===== config.mk =====
export PLATFORM = sky130hd
export DESIGN_NAME = avl_master_lsu_flat
export DESIGN_NICKNAME = d
export VERILOG_FILES = /design/src/rtl/avl_pkg.sv /design/src/rtl/avl_master_lsu_if.sv /design/src/rtl/avl_lane_align.sv /design/src/rtl/avl_master_lsu.sv /design/src/flat_wrapper.sv
export SDC_FILE = /design/constraint.sdc
export NUM_CORES = 1
export LEC_CHECK = 0
export CAP_MARGIN = 10
export CORE_MARGIN = 2
export CORE_UTILIZATION = 40
export DETAILED_ROUTE_END_ITERATION = 16
export PLACE_DENSITY = 0.83
export SLEW_MARGIN = 30
export SYNTH_ARGS = -nofsm -noshare
export SYNTH_HDL_FRONTEND = slang
export SYNTH_SLANG_ARGS = --single-unit

===== constraint.sdc =====
create_clock -name clk -period 3.4 [get_ports clk]
set_input_delay 0.51 -clock clk [delete_from_list [all_inputs] [get_ports clk]]
set_output_delay 0.51 -clock clk [all_outputs]
set_load 0.05 [all_outputs]

===== src/rtl/avl_pkg.sv =====
// Shared types and constants for the Avalon-MM load/store master.
package avl_pkg;

    typedef enum logic [1:0] {
        IDLE,
        ACCESS,
        RESP
    } state_t;

    typedef enum logic [1:0] {
        SZ_B = 2'd0,
        SZ_H = 2'd1,
        SZ_W = 2'd2
    } size_t;

    localparam logic [3:0] BE_NONE    = 4'b0000;
    localparam logic [3:0] BE_BYTE0   = 4'b0001;
    localparam logic [3:0] BE_HALF_LO = 4'b0011;
    localparam logic [3:0] BE_HALF_HI = 4'b1100;
    localparam logic [3:0] BE_WORD    = 4'b1111;

    // True when a half/word access does not sit on its natural boundary.
    function automatic logic is_misaligned(input logic [1:0] size, input logic [1:0] offset);
        logic mis;
        mis = 1'b0;
        if (size == SZ_H) begin
            mis = offset[0];
        end else if (size == SZ_W) begin
            mis = (offset != 2'b00);
        end
        return mis;
    endfunction

    // Offset with the low bits cleared that the access size cannot address.
    function automatic logic [1:0] aligned_offset(input logic [1:0] size, input logic [1:0] offset);
        logic [1:0] off;
        off = offset;
        if (size == SZ_H) begin
            off = {offset[1], 1'b0};
        end else if (size == SZ_W) begin
            off = 2'b00;
        end
        return off;
    endfunction

endpackage


===== src/rtl/avl_master_lsu_if.sv =====
// CPU request/response channel plus Avalon-MM master bus, bundled.
interface avl_master_lsu_if;

    logic        req_valid;
    logic        req_ready;
    logic        req_write;
    logic [1:0]  req_size;
    logic        req_signed;
    logic [31:0] req_addr;
    logic [31:0] req_wdata;
    logic        rsp_valid;
    logic [31:0] rsp_rdata;
    logic        rsp_err;
    logic [31:0] avm_address;
    logic [3:0]  avm_byteenable;
    logic [31:0] avm_writedata;
    logic        avm_read;
    logic        avm_write;
    logic [31:0] avm_readdata;
    logic        avm_waitrequest;

    modport master (
        input  req_valid, req_write, req_size, req_signed, req_addr, req_wdata,
        output req_ready, rsp_valid, rsp_rdata, rsp_err,
        output avm_address, avm_byteenable, avm_writedata, avm_read, avm_write,
        input  avm_readdata, avm_waitrequest
    );

    modport slave (
        output req_valid, req_write, req_size, req_signed, req_addr, req_wdata,
        input  req_ready, rsp_valid, rsp_rdata, rsp_err,
        input  avm_address, avm_byteenable, avm_writedata, avm_read, avm_write,
        output avm_readdata, avm_waitrequest
    );

endinterface


===== src/rtl/avl_lane_align.sv =====
// Combinational lane steering: store byteenable/writedata and load extract/extend.
module avl_lane_align
    import avl_pkg::*;
(
    input  logic [1:0]  st_size,
    input  logic [1:0]  st_offset,
    input  logic [31:0] st_data,
    output logic [3:0]  byteenable,
    output logic [31:0] writedata,
    input  logic [1:0]  ld_size,
    input  logic [1:0]  ld_offset,
    input  logic        ld_signed,
    input  logic [31:0] readdata,
    output logic [31:0] ld_data
);

    logic [31:0] shifted;

    // Store side: replicate the right-justified data across all lanes, enable only the target ones.
    always_comb begin
        byteenable = BE_NONE;
        writedata  = '0;
        case (st_size)
            SZ_B: begin
                byteenable = BE_BYTE0 << st_offset;
                writedata  = {4{st_data[7:0]}};
            end
            SZ_H: begin
                byteenable = st_offset[1] ? BE_HALF_HI : BE_HALF_LO;
                writedata  = {2{st_data[15:0]}};
            end
            SZ_W: begin
                byteenable = BE_WORD;
                writedata  = st_data;
            end
            default: begin
                byteenable = BE_NONE;
                writedata  = '0;
            end
        endcase
    end

    // Load side: move the addressed lane down to bit 0, then extend from its top bit.
    always_comb begin
        shifted = readdata >> {ld_offset, 3'b000};
        ld_data = '0;
        case (ld_size)
            SZ_B:    ld_data = {{24{ld_signed & shifted[7]}}, shifted[7:0]};
            SZ_H:    ld_data = {{16{ld_signed & shifted[15]}}, shifted[15:0]};
            SZ_W:    ld_data = shifted;
            default: ld_data = '0;
        endcase
    end

endmodule


===== src/rtl/avl_master_lsu.sv =====
// Avalon-MM master for the CPU load/store path: one request at a time, registered outputs.
module avl_master_lsu
    import avl_pkg::*;
#(
    parameter int unsigned TIMEOUT_CYCLES = 64,
    parameter bit          ALIGN_CHECK    = 1'b1
) (
    input  logic              clk,
    input  logic              rst_n,
    avl_master_lsu_if.master  bus
);

    localparam int unsigned CW = (TIMEOUT_CYCLES < 2) ? 1 : $clog2(TIMEOUT_CYCLES + 1);

    state_t      state_q, state_d;
    logic        req_ready_q, req_ready_d;
    logic        rsp_valid_q, rsp_valid_d;
    logic [31:0] rsp_rdata_q, rsp_rdata_d;
    logic        rsp_err_q, rsp_err_d;
    logic [31:0] address_q, address_d;
    logic [3:0]  be_q, be_d;
    logic [31:0] wdata_q, wdata_d;
    logic        read_q, read_d;
    logic        write_q, write_d;
    logic [1:0]  size_q, size_d;
    logic [1:0]  offset_q, offset_d;
    logic        signed_q, signed_d;
    logic [CW-1:0] cnt_q, cnt_d;

    logic [1:0]  req_offset;
    logic        req_err;
    logic        timeout_hit;
    logic [3:0]  st_be;
    logic [31:0] st_wdata;
    logic [31:0] ld_data;

    // Misaligned requests are either rejected or silently aligned down; illegal size always rejects.
    always_comb begin
        req_offset = aligned_offset(bus.req_size, bus.req_addr[1:0]);
        req_err    = (bus.req_size == 2'd3) ||
                     (ALIGN_CHECK && is_misaligned(bus.req_size, bus.req_addr[1:0]));
    end

    // Timeout fires on the waitrequest cycle that would bring the count to TIMEOUT_CYCLES.
    always_comb begin
        timeout_hit = (TIMEOUT_CYCLES != 0) && ((32'(cnt_q) + 32'd1) == TIMEOUT_CYCLES);
    end

    avl_lane_align u_lane_align (
        .st_size    (bus.req_size),
        .st_offset  (req_offset),
        .st_data    (bus.req_wdata),
        .byteenable (st_be),
        .writedata  (st_wdata),
        .ld_size    (size_q),
        .ld_offset  (offset_q),
        .ld_signed  (signed_q),
        .readdata   (bus.avm_readdata),
        .ld_data    (ld_data)
    );

    // State and all outputs are registered; reset drops any transaction in flight.
    always_ff @(posedge clk or negedge rst_n) begin
        if (!rst_n) begin
            state_q     <= IDLE;
            req_ready_q <= 1'b1;
            rsp_valid_q <= 1'b0;
            rsp_rdata_q <= '0;
            rsp_err_q   <= 1'b0;
            address_q   <= '0;
            be_q        <= '0;
            wdata_q     <= '0;
            read_q      <= 1'b0;
            write_q     <= 1'b0;
            size_q      <= '0;
            offset_q    <= '0;
            signed_q    <= 1'b0;
            cnt_q       <= '0;
        end else begin
            state_q     <= state_d;
            req_ready_q <= req_ready_d;
            rsp_valid_q <= rsp_valid_d;
            rsp_rdata_q <= rsp_rdata_d;
            rsp_err_q   <= rsp_err_d;
            address_q   <= address_d;
            be_q        <= be_d;
            wdata_q     <= wdata_d;
            read_q      <= read_d;
            write_q     <= write_d;
            size_q      <= size_d;
            offset_q    <= offset_d;
            signed_q    <= signed_d;
            cnt_q       <= cnt_d;
        end
    end

    // Next-state and next-output logic; every register holds unless a transition updates it.
    always_comb begin
        state_d     = state_q;
        req_ready_d = req_ready_q;
        rsp_valid_d = 1'b0;
        rsp_rdata_d = rsp_rdata_q;
        rsp_err_d   = rsp_err_q;
        address_d   = address_q;
        be_d        = be_q;
        wdata_d     = wdata_q;
        read_d      = read_q;
        write_d     = write_q;
        size_d      = size_q;
        offset_d    = offset_q;
        signed_d    = signed_q;
        cnt_d       = cnt_q;
        case (state_q)
            IDLE: begin
                req_ready_d = 1'b1;
                if (bus.req_valid) begin
                    req_ready_d = 1'b0;
                    if (req_err) begin
                        state_d     = RESP;
                        rsp_valid_d = 1'b1;
                        rsp_err_d   = 1'b1;
                        rsp_rdata_d = '0;
                    end else begin
                        state_d   = ACCESS;
                        address_d = {bus.req_addr[31:2], 2'b00};
                        be_d      = st_be;
                        wdata_d   = st_wdata;
                        read_d    = ~bus.req_write;
                        write_d   = bus.req_write;
                        size_d    = bus.req_size;
                        offset_d  = req_offset;
                        signed_d  = bus.req_signed;
                        cnt_d     = '0;
                    end
                end
            end
            ACCESS: begin
                req_ready_d = 1'b0;
                if (!bus.avm_waitrequest) begin
                    state_d     = RESP;
                    read_d      = 1'b0;
                    write_d     = 1'b0;
                    rsp_valid_d = 1'b1;
                    rsp_err_d   = 1'b0;
                    rsp_rdata_d = read_q ? ld_data : '0;
                end else if (timeout_hit) begin
                    state_d     = RESP;
                    read_d      = 1'b0;
                    write_d     = 1'b0;
                    rsp_valid_d = 1'b1;
                    rsp_err_d   = 1'b1;
                    rsp_rdata_d = '0;
                end else if (TIMEOUT_CYCLES != 0) begin
                    cnt_d = cnt_q + CW'(1);
                end
            end
            RESP: begin
                state_d     = IDLE;
                req_ready_d = 1'b1;
            end
            default: begin
                state_d     = IDLE;
                req_ready_d = 1'b1;
                read_d      = 1'b0;
                write_d     = 1'b0;
            end
        endcase
    end

    assign bus.req_ready      = req_ready_q;
    assign bus.rsp_valid      = rsp_valid_q;
    assign bus.rsp_rdata      = rsp_rdata_q;
    assign bus.rsp_err        = rsp_err_q;
    assign bus.avm_address    = address_q;
    assign bus.avm_byteenable = be_q;
    assign bus.avm_writedata  = wdata_q;
    assign bus.avm_read       = read_q;
    assign bus.avm_write      = write_q;

endmodule


===== src/flat_wrapper.sv =====
// flat-port wrapper written by rule: the top's interface ports become plain ports
module avl_master_lsu_flat import avl_pkg::*;
#(
    parameter int unsigned TIMEOUT_CYCLES = 64,
    parameter bit          ALIGN_CHECK    = 1'b1
)
  (clk, rst_n, bus_req_valid, bus_req_write, bus_req_size, bus_req_signed, bus_req_addr, bus_req_wdata, bus_req_ready, bus_rsp_valid, bus_rsp_rdata, bus_rsp_err, bus_avm_address, bus_avm_byteenable, bus_avm_writedata, bus_avm_read, bus_avm_write, bus_avm_readdata, bus_avm_waitrequest);
  avl_master_lsu_if bus_i ();
  input  logic clk;
  input  logic rst_n;
  input wire logic [$bits(bus_i.req_valid)-1:0] bus_req_valid;
  input wire logic [$bits(bus_i.req_write)-1:0] bus_req_write;
  input wire logic [$bits(bus_i.req_size)-1:0] bus_req_size;
  input wire logic [$bits(bus_i.req_signed)-1:0] bus_req_signed;
  input wire logic [$bits(bus_i.req_addr)-1:0] bus_req_addr;
  input wire logic [$bits(bus_i.req_wdata)-1:0] bus_req_wdata;
  output wire logic [$bits(bus_i.req_ready)-1:0] bus_req_ready;
  output wire logic [$bits(bus_i.rsp_valid)-1:0] bus_rsp_valid;
  output wire logic [$bits(bus_i.rsp_rdata)-1:0] bus_rsp_rdata;
  output wire logic [$bits(bus_i.rsp_err)-1:0] bus_rsp_err;
  output wire logic [$bits(bus_i.avm_address)-1:0] bus_avm_address;
  output wire logic [$bits(bus_i.avm_byteenable)-1:0] bus_avm_byteenable;
  output wire logic [$bits(bus_i.avm_writedata)-1:0] bus_avm_writedata;
  output wire logic [$bits(bus_i.avm_read)-1:0] bus_avm_read;
  output wire logic [$bits(bus_i.avm_write)-1:0] bus_avm_write;
  input wire logic [$bits(bus_i.avm_readdata)-1:0] bus_avm_readdata;
  input wire logic [$bits(bus_i.avm_waitrequest)-1:0] bus_avm_waitrequest;
  assign bus_i.req_valid = bus_req_valid;
  assign bus_i.req_write = bus_req_write;
  assign bus_i.req_size = bus_req_size;
  assign bus_i.req_signed = bus_req_signed;
  assign bus_i.req_addr = bus_req_addr;
  assign bus_i.req_wdata = bus_req_wdata;
  assign bus_req_ready = bus_i.req_ready;
  assign bus_rsp_valid = bus_i.rsp_valid;
  assign bus_rsp_rdata = bus_i.rsp_rdata;
  assign bus_rsp_err = bus_i.rsp_err;
  assign bus_avm_address = bus_i.avm_address;
  assign bus_avm_byteenable = bus_i.avm_byteenable;
  assign bus_avm_writedata = bus_i.avm_writedata;
  assign bus_avm_read = bus_i.avm_read;
  assign bus_avm_write = bus_i.avm_write;
  assign bus_i.avm_readdata = bus_avm_readdata;
  assign bus_i.avm_waitrequest = bus_avm_waitrequest;
  avl_master_lsu #(.TIMEOUT_CYCLES(TIMEOUT_CYCLES), .ALIGN_CHECK(ALIGN_CHECK)) u_core (.clk(clk), .rst_n(rst_n), .bus(bus_i));
endmodule

==> run_results.csv, run 1 <==
group,metric,value,unit
routing,wl,17200,um
sta,setup_slack,1.07,ns
clock_network,post-cts-setup-buffers,0,
grt,grt_pass1_vias,5204,
clock_network,cts-resized-gates,0,
sta,fin_skew,0.00858,ns
placement,dpl.hpwl,12300,um
placement,dpl_worst_slack,0.700,ns
clock_network,cts_sinks,117,
yosys,synthArstFlopShare,100,%
worst_setup_path,cpPeakStageDelay,0.53,ns
clock_network,clock_latency,0.41,ns
grt,gr-max-usage-layer,"met2",
yosys,synth_compound_area_share,17.1,%
yosys,ys_types,58,
placement,gp_congestion,0.846,
worst_setup_path,cp_max_fo,77,
power_and_ir_drop,pwr_density_cell,824,nW/um^2
worst_setup_path,critPathKind,"in2reg",
sta,final-hold-violation-count,0,
layout,fill_cells,1066,
sta,tns,0,ns
routing,first_pass_iters,5,
worst_setup_path,arrival,2.60,ns
worst_setup_path,regToRegStartpoint,"u_core.state_q[0]",
clock_network,htree_levels,4,
sta,drv_slew,0,
clock_network,ctsRootBufferMaster,"clkbuf_16",
yosys,synth_cells,557,
yosys,synth_edf_count,0,
layout,antenna_cells,0,
grt,overflow,0,
floorplanning,initial_utilization,41.3,%
clock_network,clk_pin_slew,0.05,ns
run,cap_violations,0,
yosys,ys_ff_latch,117,
clock_network,numCtsBuffers,17,
grt,grt_pass1_wl,27400,um
floorplanning,io_pins,209,
clock_network,clock_path_buffers,2,
yosys,synth_simple_gate_area_share,17.2,%
yosys,netlist_top_cells_count,"143 x nand2_1, 116 x dfrtp_1, 53 x nor2_1, 27 x mux2i_1, 26 x a21oi_1",
worst_setup_path,cp_num_buf_inv,2,
sta,fmax,0.429,GHz
sta,setup_violations,0,
grt,grtUsageTotal,24.3,%
worst_setup_path,crit_chain,"clkdlybuf4s50_1, or3b_1, o21bai_4, buf_4, a221oi_1, nor2_1",
sta,relSlewSlack,50.3,%
placement,port_buffers,206,
yosys,synth_top_area_share,52.4,%
floorplanning,dieArea,14800,um^2
yosys,synth_mux_area_share,7.59,%
floorplanning,fp.dieH,122,um
placement,placed_cells_incl_taps,909,
grt,grtUsageMet2,38.8,%
yosys,synth-adder-area-share,0.226,%
routing,drc,0,
power_and_ir_drop,ir_worst_vdd,0.000614,V
yosys,netlist_top_cells_area,"dfrtp_1 52%, nand2_1 9.7%, mux2i_1 4.9%",
routing,via_per_inst,5.43,
yosys,synthFlopType,"dfrtp_1",
clock_network,cts_hold_buf,0,
layout,drive_above_1_share,8.52,%
yosys,synth_area_per_cell,9.94,um^2
clock_network,cts_tree,"built",
grt,gr-usage-met1,28.7,%
yosys,synth_top_family_by_area,"simple AND/OR/NAND/NOR gates",
layout,final_cells,939,
floorplanning,die_w,122,um
sta,period_needed,2.33,ns
layout,multi_input_area,2360,um^2
worst_setup_path,startpoint_type,"primary input",
worst_setup_path,reg2reg_slack,1.23,ns
yosys,synthXorXnorAreaFrac,0.158,%
routing,wl_per_cell,18.4,um
grt,antenna_found_initial,0,
worst_setup_path,r2r_end,"u_core.bus.avm_writedata[19]",
power_and_ir_drop,p_leak,0.00364,uW
min_path,worstHoldPathType,"in2async",
sta,timing.final.crit_share,68.5,%
floorplanning,fp-row-count,42,
worst_setup_path,endpoint_kind,"register",
run_status,outcome,"complete, no violations",
worst_setup_path,worstPathRequired,3.67,ns
routing,vias,5100,
yosys,ys_seq_area_share,52.9,%
layout,final_util,61.7,%
yosys,synth_most_common_cell,"nand2_1",
grt,grt_max_degree,78,
grt,met3_usage,11.0,%
routing,first_iter_violations,520,
yosys,yosysTopAreaCell,"dfrtp_1",
layout,area_growth,49.3,%
sta,rsz0062_at_grt,"no",
layout,fin_nets,857,
worst_setup_path,path_delay_family,"buffers and inverters",
routing,drtAntennaViolNets,0,
worst_setup_path,slowest_stage,"clkdlybuf4s50_1",
floorplanning,core_area,13400,um^2
sta,fin_hold_ws,0.128,ns
layout,regArea,2930,um^2
yosys,ys_warn_count,0,
worst_setup_path,worstRegToRegCells,5,
sta,worst_pin_slew,0.746,ns
yosys,synthesis.area,5540,um^2
layer usage:
layer / vias up / routed length [um] / part of all wire [%]
met1: 2465 / 6680 / 39
li1: 2334 / - / -
met4: 0 / 412 / 2.4
met2: 270 / 8160 / 47
met5: - / 0 / 0
met3: 31 / 1990 / 12
state kept, by name (all words and copies together), names as in the netlist, 2 cells and up:
name                       flops
u_core.bus.avm_address        30
u_core.bus.avm_byteenable      4
u_core.bus.avm_writedata      32
u_core.bus.rsp_rdata          32
u_core.cnt_q                   7
u_core.offset_q                2
u_core.size_q                  2
u_core.state_q                 2
power breakdown:
part	total, uW	switching (uW)	internal, uW
registers	2070	284	1780
logic	3070	2020	1040
clock network	1680	613	1070
total	6810	2920	3890
kinds of logic (layout without fill, tap and decap cells):
logic type	after synthesis	count (layout)
AO/OA/AOI/OAI	123	123
XOR/XNOR	1	1
adder cells (fa/ha/maj)	1	1
buffers and inverters	51	256
flip-flops	117	117
multiplexers	39	39
other	1	2
AND/OR/NAND/NOR	224	224
worst max-delay path by stage:
stage | start | end | slack [ns] | cells past startpoint
floorplan | bus_req_size[0] | u_core.bus.rsp_rdata[25] | 1.52 | 6
global placement | bus_req_addr[1] | u_core.bus.avm_writedata[22] | 0.82 | 6
detailed placement | bus_req_addr[1] | u_core.bus.avm_writedata[19] | 0.70 | 6
CTS | bus_req_addr[1] | u_core.bus.avm_writedata[19] | 1.09 | 6
global route | bus_req_addr[1] | u_core.bus.avm_writedata[19] | 0.91 | 6
finish | bus_req_valid | u_core.bus.avm_writedata[19] | 1.07 | 6
through the flow:
stage / power (uW) / cell area (um^2)
floorplan: 4020 / 5540
global placement: 5070 / 7710
detailed placement: 5140 / 7710
CTS: 6850 / 8270
global route: 7110 / 8270
finish: 6810 / 8270
layout make-up:
class	instances	share of cell area, %
clock buffers	21	5.81
clock inverters	9	0.954
inverters	10	0.454
multi-input cells	390	28.5
flip-flops and latches	117	35.4
well taps	176	2.66
repair buffers	216	26.1
placed cells by master (no fill, tap or decap), types with 2 or more instances in the layout:
cell type        synthesis  final
mux2_2                   8      8
clkbuf_8                 0      4
nor3_2                   2      2
a211oi_1                 8      8
mux2i_1                 27     27
clkdlybuf4s50_1          0    205
a221oi_1                 8      8
dfrtp_1                116    116
buf_12                   0      2
nor2b_1                  4      4
a21oi_1                 26     26
a22o_1                   5      5
nand4_1                  2      2
clkinvlp_4               0      2
a21o_1                   2      2
nand2_1                143    143
nand3_1                  4      4
mux2_1                   2      2
a221o_1                 16     16
clkbuf_16                0     17
and3_1                   2      2
inv_1                    9      9
conb_1                   1      2
nor2_1                  53     52
o21ai_0                 20     20
buf_4                    4      9
o22ai_1                  3      3
o2bb2ai_1               23     23
nor3b_1                  2      2
clkinv_2                 0      5
worst register-to-register path, cell delays in order, from the launching register on:
cell and delay (ns):
dfrtp_1 0.44, or3b_1 0.49, o21bai_4 0.22, buf_4 0.36, a221oi_1 0.42, nor2_1 0.11
Power figures use the tool's default switching activity.
==> run 2: changes to the inputs <==
Settings changed: PLACE_DENSITY 0.83 to 0.86.
Clock period 3.4 ns to 2.1 ns, I/O delays scaled along.
==> run 2 against run 1 <==
Compared with the run above: power rose by 64%; sequential share of layout area down 1.6 points; clock power up 64%; wire length fell by 1.2%; combinational power rose by 66%; flip-flop and latch count unchanged; critical path depth is 5 lower; clock skew grew 0.0054 ns; design area is 4.8% higher; critical endpoint is now bus_req_ready; core utilization grew 3.0 points; global-route usage fell by 0.15 points; highest routed layer unchanged.
==> run_results.csv, run 2 (same netlist as run 1, synthesis figures left out) <==
group,metric,value,unit
worst_setup_path,arrival,1.75,ns
sta,relSlewSlack,61.7,%
placement,dpl.hpwl,12800,um
layout,regArea,2930,um^2
power_and_ir_drop,p_leak,0.00387,uW
power_and_ir_drop,seqPwrFrac,29.6,%
worst_setup_path,crit_chain,"clkdlybuf4s50_1",
worst_setup_path,reg2reg_slack,0.07,ns
placement,gp_congestion,0.857,
run,cap_violations,0,
routing,drc,0,
routing,drtAntennaViolNets,0,
sta,setup_slack,0.0372,ns
floorplanning,io_pins,209,
clock_network,cts_sinks,117,
sta,drv_slew,0,
sta,fmax,0.485,GHz
worst_setup_path,startpoint_type,"register",
sta,setup_violations,0,
routing,wl,17000,um
sta,rsz0062_at_grt,"no",
placement,port_buffers,206,
worst_setup_path,slowest_stage,"clkdlybuf4s50_1",
grt,grt_pass1_wl,27200,um
min_path,min_path_cells,3,
floorplanning,initial_utilization,41.3,%
worst_setup_path,r2r_end,"u_core.bus.rsp_rdata[22]",
layout,antenna_cells,0,
worst_setup_path,endpoint_kind,"output pin",
floorplanning,die_w,122,um
worst_setup_path,worstPathRequired,1.78,ns
power_and_ir_drop,pwr_density_cell,1290,nW/um^2
layout,mostFrequentLayoutCells,"204 x clkdlybuf4s50_1, 143 x nand2_1, 116 x dfrtp_1, 52 x nor2_1, 42 x buf_4",
min_path,hold_start,"bus_req_addr[4]",
routing,first_iter_violations,350,
clock_network,numCtsBuffers,17,
layout,area_growth,56.5,%
floorplanning,dieArea,14800,um^2
min_path,worstHoldPathType,"in2reg",
sta,final-hold-violation-count,0,
power_and_ir_drop,p_comb_share,45.7,%
worst_setup_path,cpPeakStageDelay,0.83,ns
layout,fin_nets,897,
worst_setup_path,path_delay_family,"buffers and inverters",
clock_network,clk_pin_slew,0.06,ns
power_and_ir_drop,swShare,43.1,%
grt,grt_pass1_vias,5235,
grt,grtUsageTotal,24.1,%
sta,timing.final.crit_share,98.2,%
worst_setup_path,regToRegStartpoint,"u_core.offset_q[0]",
power_and_ir_drop,internal-power,6360,uW
clock_network,cts-resized-gates,0,
clock_network,ctsRootBufferMaster,"clkbuf_16",
floorplanning,fp.dieH,122,um
grt,overflow,0,
sta,fin_skew,0.0140,ns
grt,antenna_found_initial,0,
clock_network,htree_levels,4,
worst_setup_path,critPathKind,"reg2out",
floorplanning,fp-row-count,42,
layout,final_common_cell,"clkdlybuf4s50_1",
layout,final_util,64.6,%
layout,multi_input_area,2360,um^2
power_and_ir_drop,netSwitchingPower,4820,uW
clock_network,clock_latency,0.41,ns
routing,via_per_inst,5.22,
sta,period_needed,2.06,ns
layout,drive_above_1_share,13.3,%
power_and_ir_drop,ir_worst_vdd,0.00107,V
worst_setup_path,worstRegToRegCells,5,
worst_setup_path,cp_max_fo,1,
routing,wl_per_cell,17.4,um
worst_setup_path,cp_num_buf_inv,1,
run_status,outcome,"complete, no violations",
sta,worst_pin_slew,0.573,ns
grt,grt_max_degree,43,
routing,vias,5117,
min_path,holdPathEnd,"u_core.bus.avm_address[4]",
layout,fill_cells,1038,
clock_network,cts_tree,"built",
clock_network,clock_path_buffers,2,
power_and_ir_drop,p_clk_share,24.7,%
floorplanning,core_area,13400,um^2
routing,first_pass_iters,4,
placement,dpl_worst_slack,-0.148,ns
==> run 2: worst max-delay path by stage <==
| stage | startpoint | endpoint | slack (ns) | cells after the start |
|---|---|---|---|---|
| floorplan | u_core.offset_q[0] | u_core.bus.rsp_rdata[19] | 0.33 | 6 |
| global placement | bus_avm_waitrequest | u_core.bus.rsp_rdata[17] | -0.12 | 5 |
| detailed placement | bus_req_valid | u_core.bus.avm_writedata[20] | -0.15 | 7 |
| CTS | u_core.bus.req_ready | bus_req_ready | 0.02 | 1 |
| global route | u_core.offset_q[0] | u_core.bus.rsp_rdata[22] | 0.009 | 5 |
| finish | u_core.bus.req_ready | bus_req_ready | 0.04 | 1 |
==> run 2: metrics by stage <==
| stage | instance area, um^2 | instances | power [uW] | setup TNS [ns] | hold slack, ns |
|---|---|---|---|---|---|
| 3_3_place_gp | 8060 | 947 | 8370 | -4.91 | 0.318 |
| 2_1_floorplan | 5540 | 558 | 6500 | 0 | 0.0194 |
| 6_report | 8660 | 981 | 11200 | 0 | 0.423 |
| 3_5_place_dp | 8060 | 947 | 8450 | -7.29 | 0.315 |
| 5_1_grt | 8660 | 981 | 11700 | 0 | 0.426 |
| 4_1_cts | 8640 | 980 | 11300 | 0 | 0.405 |
==> run 2: repair_timing <==
| item | in CTS | in global routing |
|---|---|---|
| setup endpoints to repair | 0 | 16 |
| buffers inserted | 0 | 1 |
| hold endpoints to repair | 33 | 0 |
| hold buffers | 1 | 0 |
==> run 2: layer usage <==
metal  vias to the layer above  part of all wire [%]  track usage [%]
met5                         -                     0                0
met4                         0                   1.7             8.33
met3                        22                    10             9.32
met2                       244                    49             40.8
met1                      2435                    39             28.1
li1                       2416                     -                -
==> run 2: cell type report <==
| class | instances | share of cell area (%) |
|---|---|---|
| inverters | 10 | 0.433 |
| clock buffers | 17 | 4.91 |
| clock inverters | 15 | 1.65 |
| repair buffers | 256 | 29.4 |
| multi-input cells | 390 | 27.2 |
| flip-flops and latches | 117 | 33.8 |
| well taps | 176 | 2.54 |
==> run 2: power by group through the flow <==
stage	clock, uW	combinational (uW)	sequential [uW]
floorplan	0	1260	5240
global placement	0	5060	3310
detailed placement	0	5120	3330
CTS	2820	5140	3310
global route	2930	5400	3390
finish	2760	5110	3310
